$ cat config.mk
export PLATFORM = sky130hd
export DESIGN_NAME = div_arbiter
export DESIGN_NICKNAME = d
export VERILOG_FILES = /design/src/rtl/div_arb_pkg.sv /design/src/rtl/rr_pick.sv /design/src/rtl/div_arbiter.sv
export SDC_FILE = /design/constraint.sdc
export NUM_CORES = 1
export LEC_CHECK = 0
export BUFFER_PORTS_ARGS = -buffer_cell sky130_fd_sc_hd__buf_2
export CAP_MARGIN = 30
export CORE_ASPECT_RATIO = 1.5
export CORE_MARGIN = 2
export CORE_UTILIZATION = 50
export CTS_BUF_LIST = sky130_fd_sc_hd__clkbuf_8
export DETAILED_ROUTE_END_ITERATION = 10
export PLACE_DENSITY = 0.9
export SLEW_MARGIN = 15
export SYNTH_ARGS = -nofsm -noshare
export SYNTH_HDL_FRONTEND = slang
export SYNTH_SLANG_ARGS = --single-unit
$ cat constraint.sdc
create_clock -name clk -period 4.3 [get_ports clk]
set_clock_uncertainty 0.2 [all_clocks]
set_input_delay 0 -clock clk [delete_from_list [all_inputs] [get_ports clk]]
set_output_delay 0 -clock clk [all_outputs]
set_load 0.01 [all_outputs]
$ cat src/rtl/div_arb_pkg.sv
// Shared types and defaults for the divider arbiter: FSM state encoding and default widths.
package div_arb_pkg;

  localparam int DEF_N    = 4;
  localparam int DEF_NREQ = 4;

  typedef enum logic [2:0] {
    S_IDLE  = 3'd0,
    S_START = 3'd1,
    S_WAIT  = 3'd2,
    S_RESP  = 3'd3,
    S_ZRESP = 3'd4
  } state_e;

endpackage

$ cat src/rtl/rr_pick.sv
// Combinational round-robin pick: first set request at or above ptr, wrapping modulo NREQ.
module rr_pick
  import div_arb_pkg::*;
#(
  parameter int NREQ = DEF_NREQ,
  parameter int IW   = $clog2(NREQ)
) (
  input  logic [NREQ-1:0] req_i,
  input  logic [IW-1:0]   ptr_i,
  output logic [NREQ-1:0] onehot_o,
  output logic [IW-1:0]   idx_o,
  output logic            any_o
);

  logic          found;
  int            j;
  logic [IW-1:0] jj;

  always_comb begin
    onehot_o = '0;
    idx_o    = '0;
    found    = 1'b0;
    j        = 0;
    jj       = '0;
    for (int k = 0; k < NREQ; k++) begin
      j = int'(ptr_i) + k;
      if (j >= NREQ) j = j - NREQ;
      jj = IW'(j);
      if (!found && req_i[jj]) begin
        found        = 1'b1;
        onehot_o[jj] = 1'b1;
        idx_o        = jj;
      end
    end
  end

  assign any_o = |req_i;

endmodule

$ cat src/rtl/div_arbiter.sv
// Round-robin arbiter sharing one multi-cycle divider among NREQ requesters.
// Optional DIV_ARB_ZERO_CHECK_EN answers divide-by-zero locally with rsp_err instead of using the divider.
module div_arbiter
  import div_arb_pkg::*;
#(
  parameter int N    = DEF_N,
  parameter int NREQ = DEF_NREQ
) (
  input  logic            clk,
  input  logic            rst,
  input  logic [NREQ-1:0] req,
  input  logic [NREQ*N-1:0] req_dividendo,
  input  logic [NREQ*N-1:0] req_divisor,
  output logic [NREQ-1:0] gnt,
  output logic [NREQ-1:0] rsp_valid,
  output logic [N-1:0]    rsp_quot,
  output logic [N-1:0]    rsp_rem,
  output logic            rsp_err,
  output logic            div_start,
  output logic [N-1:0]    div_dividendo,
  output logic [N-1:0]    div_divisor,
  input  logic            div_done,
  input  logic [N-1:0]    div_quot,
  input  logic [N:0]      div_rem
);

  localparam int IW = $clog2(NREQ);

  state_e          state_q, state_d;
  logic [IW-1:0]   ptr_q, ptr_d;
  logic [IW-1:0]   g_q, g_d;
  logic [NREQ-1:0] gnt_q, gnt_d;
  logic [NREQ-1:0] rsp_valid_q, rsp_valid_d;
  logic [N-1:0]    quot_q, quot_d;
  logic [N-1:0]    rem_q, rem_d;
  logic [N-1:0]    dvd_q, dvd_d;
  logic [N-1:0]    dvs_q, dvs_d;
`ifdef DIV_ARB_ZERO_CHECK_EN
  logic            rsp_err_q, rsp_err_d;
`endif

  logic [NREQ-1:0] pick_onehot;
  logic [IW-1:0]   pick_idx;
  logic            pick_any;
  logic [N-1:0]    sel_dvd, sel_dvs;
  logic [IW-1:0]   ptr_nxt;
  logic            unused_rem_msb;

  rr_pick #(.NREQ(NREQ), .IW(IW)) u_pick (
    .req_i    (req),
    .ptr_i    (ptr_q),
    .onehot_o (pick_onehot),
    .idx_o    (pick_idx),
    .any_o    (pick_any)
  );

  assign sel_dvd        = req_dividendo[pick_idx*N +: N];
  assign sel_dvs        = req_divisor[pick_idx*N +: N];
  assign ptr_nxt        = (g_q == IW'(NREQ-1)) ? '0 : g_q + 1'b1;
  // The divider's remainder carries an extra MSB that requesters never see.
  assign unused_rem_msb = div_rem[N];

  always_comb begin
    state_d     = state_q;
    ptr_d       = ptr_q;
    g_d         = g_q;
    gnt_d       = gnt_q;
    rsp_valid_d = '0;
    quot_d      = quot_q;
    rem_d       = rem_q;
    dvd_d       = dvd_q;
    dvs_d       = dvs_q;
`ifdef DIV_ARB_ZERO_CHECK_EN
    rsp_err_d   = rsp_err_q;
`endif
    case (state_q)
      S_IDLE: begin
        if (pick_any) begin
          g_d   = pick_idx;
          gnt_d = pick_onehot;
          dvd_d = sel_dvd;
          dvs_d = sel_dvs;
`ifdef DIV_ARB_ZERO_CHECK_EN
          if (sel_dvs == '0) begin
            state_d     = S_ZRESP;
            rsp_valid_d = pick_onehot;
            rsp_err_d   = 1'b1;
            quot_d      = '1;
            rem_d       = sel_dvd;
          end else begin
            state_d = S_START;
          end
`else
          state_d = S_START;
`endif
        end
      end
      S_START: state_d = S_WAIT;
      S_WAIT: begin
        // Response registers load on the WAIT exit so rsp_valid is high exactly during RESP.
        if (div_done) begin
          state_d     = S_RESP;
          rsp_valid_d = gnt_q;
          quot_d      = div_quot;
          rem_d       = div_rem[N-1:0];
`ifdef DIV_ARB_ZERO_CHECK_EN
          rsp_err_d   = 1'b0;
`endif
        end
      end
      S_RESP, S_ZRESP: begin
        state_d = S_IDLE;
        gnt_d   = '0;
        ptr_d   = ptr_nxt;
      end
      default: state_d = S_IDLE;
    endcase
  end

  always_ff @(posedge clk or negedge rst) begin
    if (!rst) begin
      state_q     <= S_IDLE;
      ptr_q       <= '0;
      g_q         <= '0;
      gnt_q       <= '0;
      rsp_valid_q <= '0;
      quot_q      <= '0;
      rem_q       <= '0;
      dvd_q       <= '0;
      dvs_q       <= '0;
`ifdef DIV_ARB_ZERO_CHECK_EN
      rsp_err_q   <= 1'b0;
`endif
    end else begin
      state_q     <= state_d;
      ptr_q       <= ptr_d;
      g_q         <= g_d;
      gnt_q       <= gnt_d;
      rsp_valid_q <= rsp_valid_d;
      quot_q      <= quot_d;
      rem_q       <= rem_d;
      dvd_q       <= dvd_d;
      dvs_q       <= dvs_d;
`ifdef DIV_ARB_ZERO_CHECK_EN
      rsp_err_q   <= rsp_err_d;
`endif
    end
  end

  assign gnt           = gnt_q;
  assign rsp_valid     = rsp_valid_q;
  assign rsp_quot      = quot_q;
  assign rsp_rem       = rem_q;
  assign div_start     = (state_q == S_START);
  assign div_dividendo = dvd_q;
  assign div_divisor   = dvs_q;
`ifdef DIV_ARB_ZERO_CHECK_EN
  assign rsp_err       = rsp_err_q;
`else
  assign rsp_err       = 1'b0;
`endif

endmodule

# == Word level (Yosys, flattened, before mapping) ==
# Index checks and enable logic that the tools add are counted.
# W data, S select, Z words.
# totals
word_cells,98
regBits,31
inputBits,48
output_inout_bits,26
# op_classes
reduce_logical,18
n_mux,39
eq_ne,7
magnitude_cmp,12
shift,2
n_bitwise,3
addsub,8
# ops
op,count
$shiftx A16 B5 Y4,2
$mux W4,7
$mux W2,9
$lt A2 B3 Y1 const B,4
$or A4 B4 Y4,3
$mux W1,11
$ge A3 B3 Y1 const B,3
$pmux W3 S3,1
$bmux W1 S2,4
$demux W1 S2,4
$ge A2 B1 Y1 const B,4
$pmux W4 S2,1
$reduce_and A2 Y1,4
$sub A2 B1 Y2 const B,4
$logic_and A1 B1 Y1,7
$add A2 B2 Y3 const B,2
$eq A3 B2 Y1 const B,2
$mux W3,2
$ne A2 B2 Y1 const B,2
$reduce_or A4 Y1,1
$add A2 B1 Y3 const B,1
$eq A3 B1 Y1 const B,1
$eq A3 B3 Y1 const B,1
$ge A2 B3 Y1 const B,1
other kinds (6),8

# == Longest topological paths before layout ==
# logic_depth
ltp_word,16
depth_mapped,11

# == Modules after synthesis ==
# A second synthesis with hierarchy kept.
# unflattened
cells_unflattened,174
hier_area_um2,1904.3
# modules_own_cells
module,cells_each,seq_area_each_um2,n_inst,area_each_um2
div_arbiter,125,750.7,1,1492.7
rr_pick,49,0.0,1,411.6

# == Least setup slack after synthesis ==
# No wires, ideal clock.
# synth_timing
path_kind,reg2reg
start,reg ptr_q[0]
end,"reg dvd_q[0], in the netlist div_dividendo[0]"
arrival_ns,2.734
t_required_ns,3.950
stages_incl_launch_ff,12
path_slack_ns,1.215
cell_sequence,dfrtp_1 > buf_2 > inv_1 > ha_1 > mux4_2 > nor2b_4 > buf_6 > or4_4 > nand2_8 > buf_12 > mux2i_1 > o221ai_1
# synth_between
elab_chain_len,15
# synth_rtl
item,line_no,text
from (decl),div_arbiter.sv:30,"logic [IW-1:0] ptr_q, ptr_d;"
from (signal assigned),div_arbiter.sv:136,ptr_q <= ptr_d;
branches (longest 13 deep; another with $add A2 B1 Y3),--,
$mux W2 (*),rr_pick.sv:29,if (!found && req_i[jj]) begin
$shiftx A16 B5 Y4 (*),div_arbiter.sv:57,assign sel_dvd = req_dividendo[pick_idx*N +: N];
to (signal assigned),div_arbiter.sv:142,dvd_q <= dvd_d;
to (decl),div_arbiter.sv:36,"logic [N-1:0] dvd_q, dvd_d;"
# Every way passes the cells marked *. The select of a mux whose other input is x is not followed.
# A chain may end at the register's enable or synchronous reset.

# == Worst setup path in the final report ==
# layout_timing
start,reg ptr_q[0]
end,"reg dvs_q[2], in the netlist div_divisor[2]"
# layout_between
elab_chain_len,15
# layout_rtl
item,line_no,text
branches (longest 13 deep; another with $add A2 B1 Y3),--,
$mux W2 (*),rr_pick.sv:29,
$shiftx A16 B5 Y4 (*),div_arbiter.sv:58,assign sel_dvs = req_divisor[pick_idx*N +: N];
to (signal assigned),div_arbiter.sv:143,dvs_q <= dvs_d;
to (decl),div_arbiter.sv:37,"logic [N-1:0] dvs_q, dvs_d;"
# Marks and branches as above.

==> metrics <==
status=completed; Chip Width=between 50 and 60 um; RSZ-0062 raised after global routing=false; # rows=27; first-pass GRT wire length=10,010 um; Worst Max-Slew Pin Slew=0.9184 ns; fin crit period=4.047 ns; Post-Synth Simple-Gate Area=10.70%; # nets final=345; Synth Area in XOR/XNOR=0%; clk slew on worst S/H paths=about 0.07 ns; Critical Path End Type=register; DR pass1 iterations=5; Lkg Pwr=around 1.4 nW; Seq pwr share=27.2%; ranking of synthesized cells by area=dfrtp_1 40%, ha_1 9.3%, mux2i_1 9.0%; total die area=0.004283 mm^2; cell count after synthesis=170; Crit Path Class=reg2reg; CTS tree=yes; clk buf depth=2; # IOs=74; post-synthesis async set-or-reset flop share=100.0%; H-tree lvl count=2; ys flop type=dfrtp_1; Netlist cell types=34; pin count of the biggest net entering global routing=31; total CTS buffers=5; maximum vdd ir drop=420.2 uV; via count of the first global-routing pass=2,054; cell taking the most area after synthesis=dfrtp_1; Hold Fails Final Rpt=0; fin crit share=94.12%; routed via count=roughly 2,000; Die Height=79.16 um; Hold Crit Class=in2reg; Net Sw Frac=a little over two fifths; compound-cell area share of the yosys netlist=between 15 and 20%; Hold Buf Count CTS=41; Commonest cells post-synth=30 x dfrtp_1, 17 x mux2i_1, 14 x ha_1, 14 x nand2_1, 12 x o21ai_0; post-CTS resize count=0; TNS Setup=0 ns; Finished Cell Area=0.002765 mm^2; PD cells=707.8 mW/mm^2; drt total wl=about 6600 um; Placer Congestion=0.8274; FF+latch count, synth=30; CP max FO=16; syn avg cell area=11.08 um^2; Slew headroom=38.78%; postcts setup bufs=0; wire per inst=20.31 um; Final ANT Viol Nets=0; most common cell in the synthesized netlist=dfrtp_1; P_sw=~0.85 mW; gr usage total=around 33%; Worst setup SP type=register; max-slew violation count=0; clock latency on the worst-skew pair=0.29 ns; Post-DP HPWL=3515 um; Synthesized Nets=roughly 230; Finished Core Util=~76%; achievable frequency=247.1 MHz; I/O Buffers=71; max-cap check violation count=0; largest family of logic cells by synthesized area=multiplexers; post-synthesis adder-cell area fraction=9.302%; YS warnings=0; post-synth top area share=39.87%; P&R area growth vs syn=46.84%; DRT iter0 DRCs=81; Initial Utilization=about half; WP data required=4.22 ns; Clk network pwr share=between 10% and 20%; Mapped Area=0.001883 mm^2; placed cell areas=between 0.002 and 0.0025 mm^2; GR Overflow Total=0; share of cells above drive strength 1=34.86%; core footprint=around 0.0036 mm^2; final setup violation count=0; # diodes=0; Post-synth EDFFs=0; Seq/Total Area, Yosys=between 30 and 40%; clock sink count=30; internal power=1.104 mW; antenna violations before repair=0; vias per cell=6.110; multiplexer share of the synthesized area=roughly a fifth; WP data arrival=3.96 ns; Comb pwr share=roughly 58%; # DRC=0; CTS Root Buffer Type=clkbuf_8
-- routing by layer --
metal	part of all wire (%)	up-vias	GRT usage (%)
met5	0	-	0
met4	7.5	0	25.00
met3	8.4	45	10.34
met2	51	139	56.10
met1	33	960	31.58
li1	-	854	-
-- final timing paths --
path                                     to  cells past startpoint        from  slack [ns]
max                          div_divisor[2]                      9    ptr_q[0]        0.25
min                          div_divisor[3]                      4      req[1]        0.03
max reg2reg                  div_divisor[2]                      9    ptr_q[0]        0.25
min reg2reg                      rsp_rem[3]                      1  rsp_rem[3]        0.31
max in group asynchronous  div_dividendo[0]                      2         rst        3.37
min in group asynchronous        state_q[1]                      2         rst        0.10
-- layout by cell type, fill, tap and decap left out, drive strengths merged --
master / netlist / layout
clkbuf: 3 / 5
o221ai: 7 / 7
nor2b: 1 / 1
o311a: 2 / 2
dfrtp: 30 / 30
mux4: 3 / 3
buf: 5 / 73
a32o: 2 / 2
clkinv: 0 / 2
nor2: 8 / 8
dlygate4sd3: 0 / 41
mux2i: 17 / 17
o41ai: 1 / 1
and3: 4 / 4
o211ai: 2 / 2
conb: 1 / 1
mux2: 10 / 10
nand3: 1 / 1
bufinv: 0 / 1
nor3: 3 / 3
nand2: 15 / 15
inv: 8 / 8
o21ai: 13 / 13
nand3b: 1 / 1
a31oi: 1 / 1
a22o: 4 / 4
or4: 3 / 3
a22oi: 8 / 8
ha: 14 / 14
a21oi: 2 / 2
nand2b: 1 / 1
-- power groups by stage --
stage	registers [mW]	logic, mW	clock network [mW]
finish	0.533	1.13	0.293
global route	0.546	1.21	0.303
CTS	0.514	1.06	0.284
detailed placement	0.518	0.957	0
global placement	0.505	0.895	0
floorplan	0.530	0.699	0
-- state kept, by name, indices dropped and copies added, names as in the netlist --
name and count:
gnt 4, rsp_valid 4, div_dividendo 4, ptr_q 2, div_divisor 4, g_q 2, state_q 2, rsp_quot 4
rsp_rem 4
-- per-stage QoR --
| stage | total power [mW] | setup WS, ns | cells | hold slack, ns |
|---|---|---|---|---|
| 3_3_place_gp | 1.399 | 1.003 | 276 | -0.1523 |
| 3_5_place_dp | 1.475 | 0.8670 | 278 | -0.1335 |
| 5_1_grt | 2.058 | 0.1198 | 327 | 0.04478 |
| 6_report | 1.957 | 0.2530 | 327 | 0.03368 |
| 2_1_floorplan | 1.230 | 1.215 | 170 | -0.4956 |
| 4_1_cts | 1.862 | 0.3363 | 327 | 0.01994 |
-- worst max-delay path, cell delays in order (launching register included) --
cell           delay, ns
dfrtp_1             0.75
inv_1               0.30
ha_1                0.41
mux4_2              0.37
nor2b_4             0.11
or4_4               0.55
nand2_8             0.17
mux2i_1             0.24
dlygate4sd3_1       0.61
o221ai_1            0.15
-- logic make-up (layout without fill, tap and decap cells) --
group | count (synthesis) | after routing
AOI/OAI and AO/OA | 42 | 42
adders and majority gates | 14 | 14
buffers and inverters | 16 | 130
DFF | 30 | 30
muxes | 30 | 30
other | 1 | 1
and+or+nand+nor | 37 | 37
-- final cells by class --
class	count	area [um^2]
Fill cell	190	883.3
Multi-Input combinational cell	124	1044
Clock inverter	3	40.04
Tap cell	43	53.80
Timing Repair Buffer	114	778.2
Sequential cell	30	750.7
Clock buffer	5	68.82
Inverter	8	30.03
No activity file was read; power rests on OpenSTA's default activity.
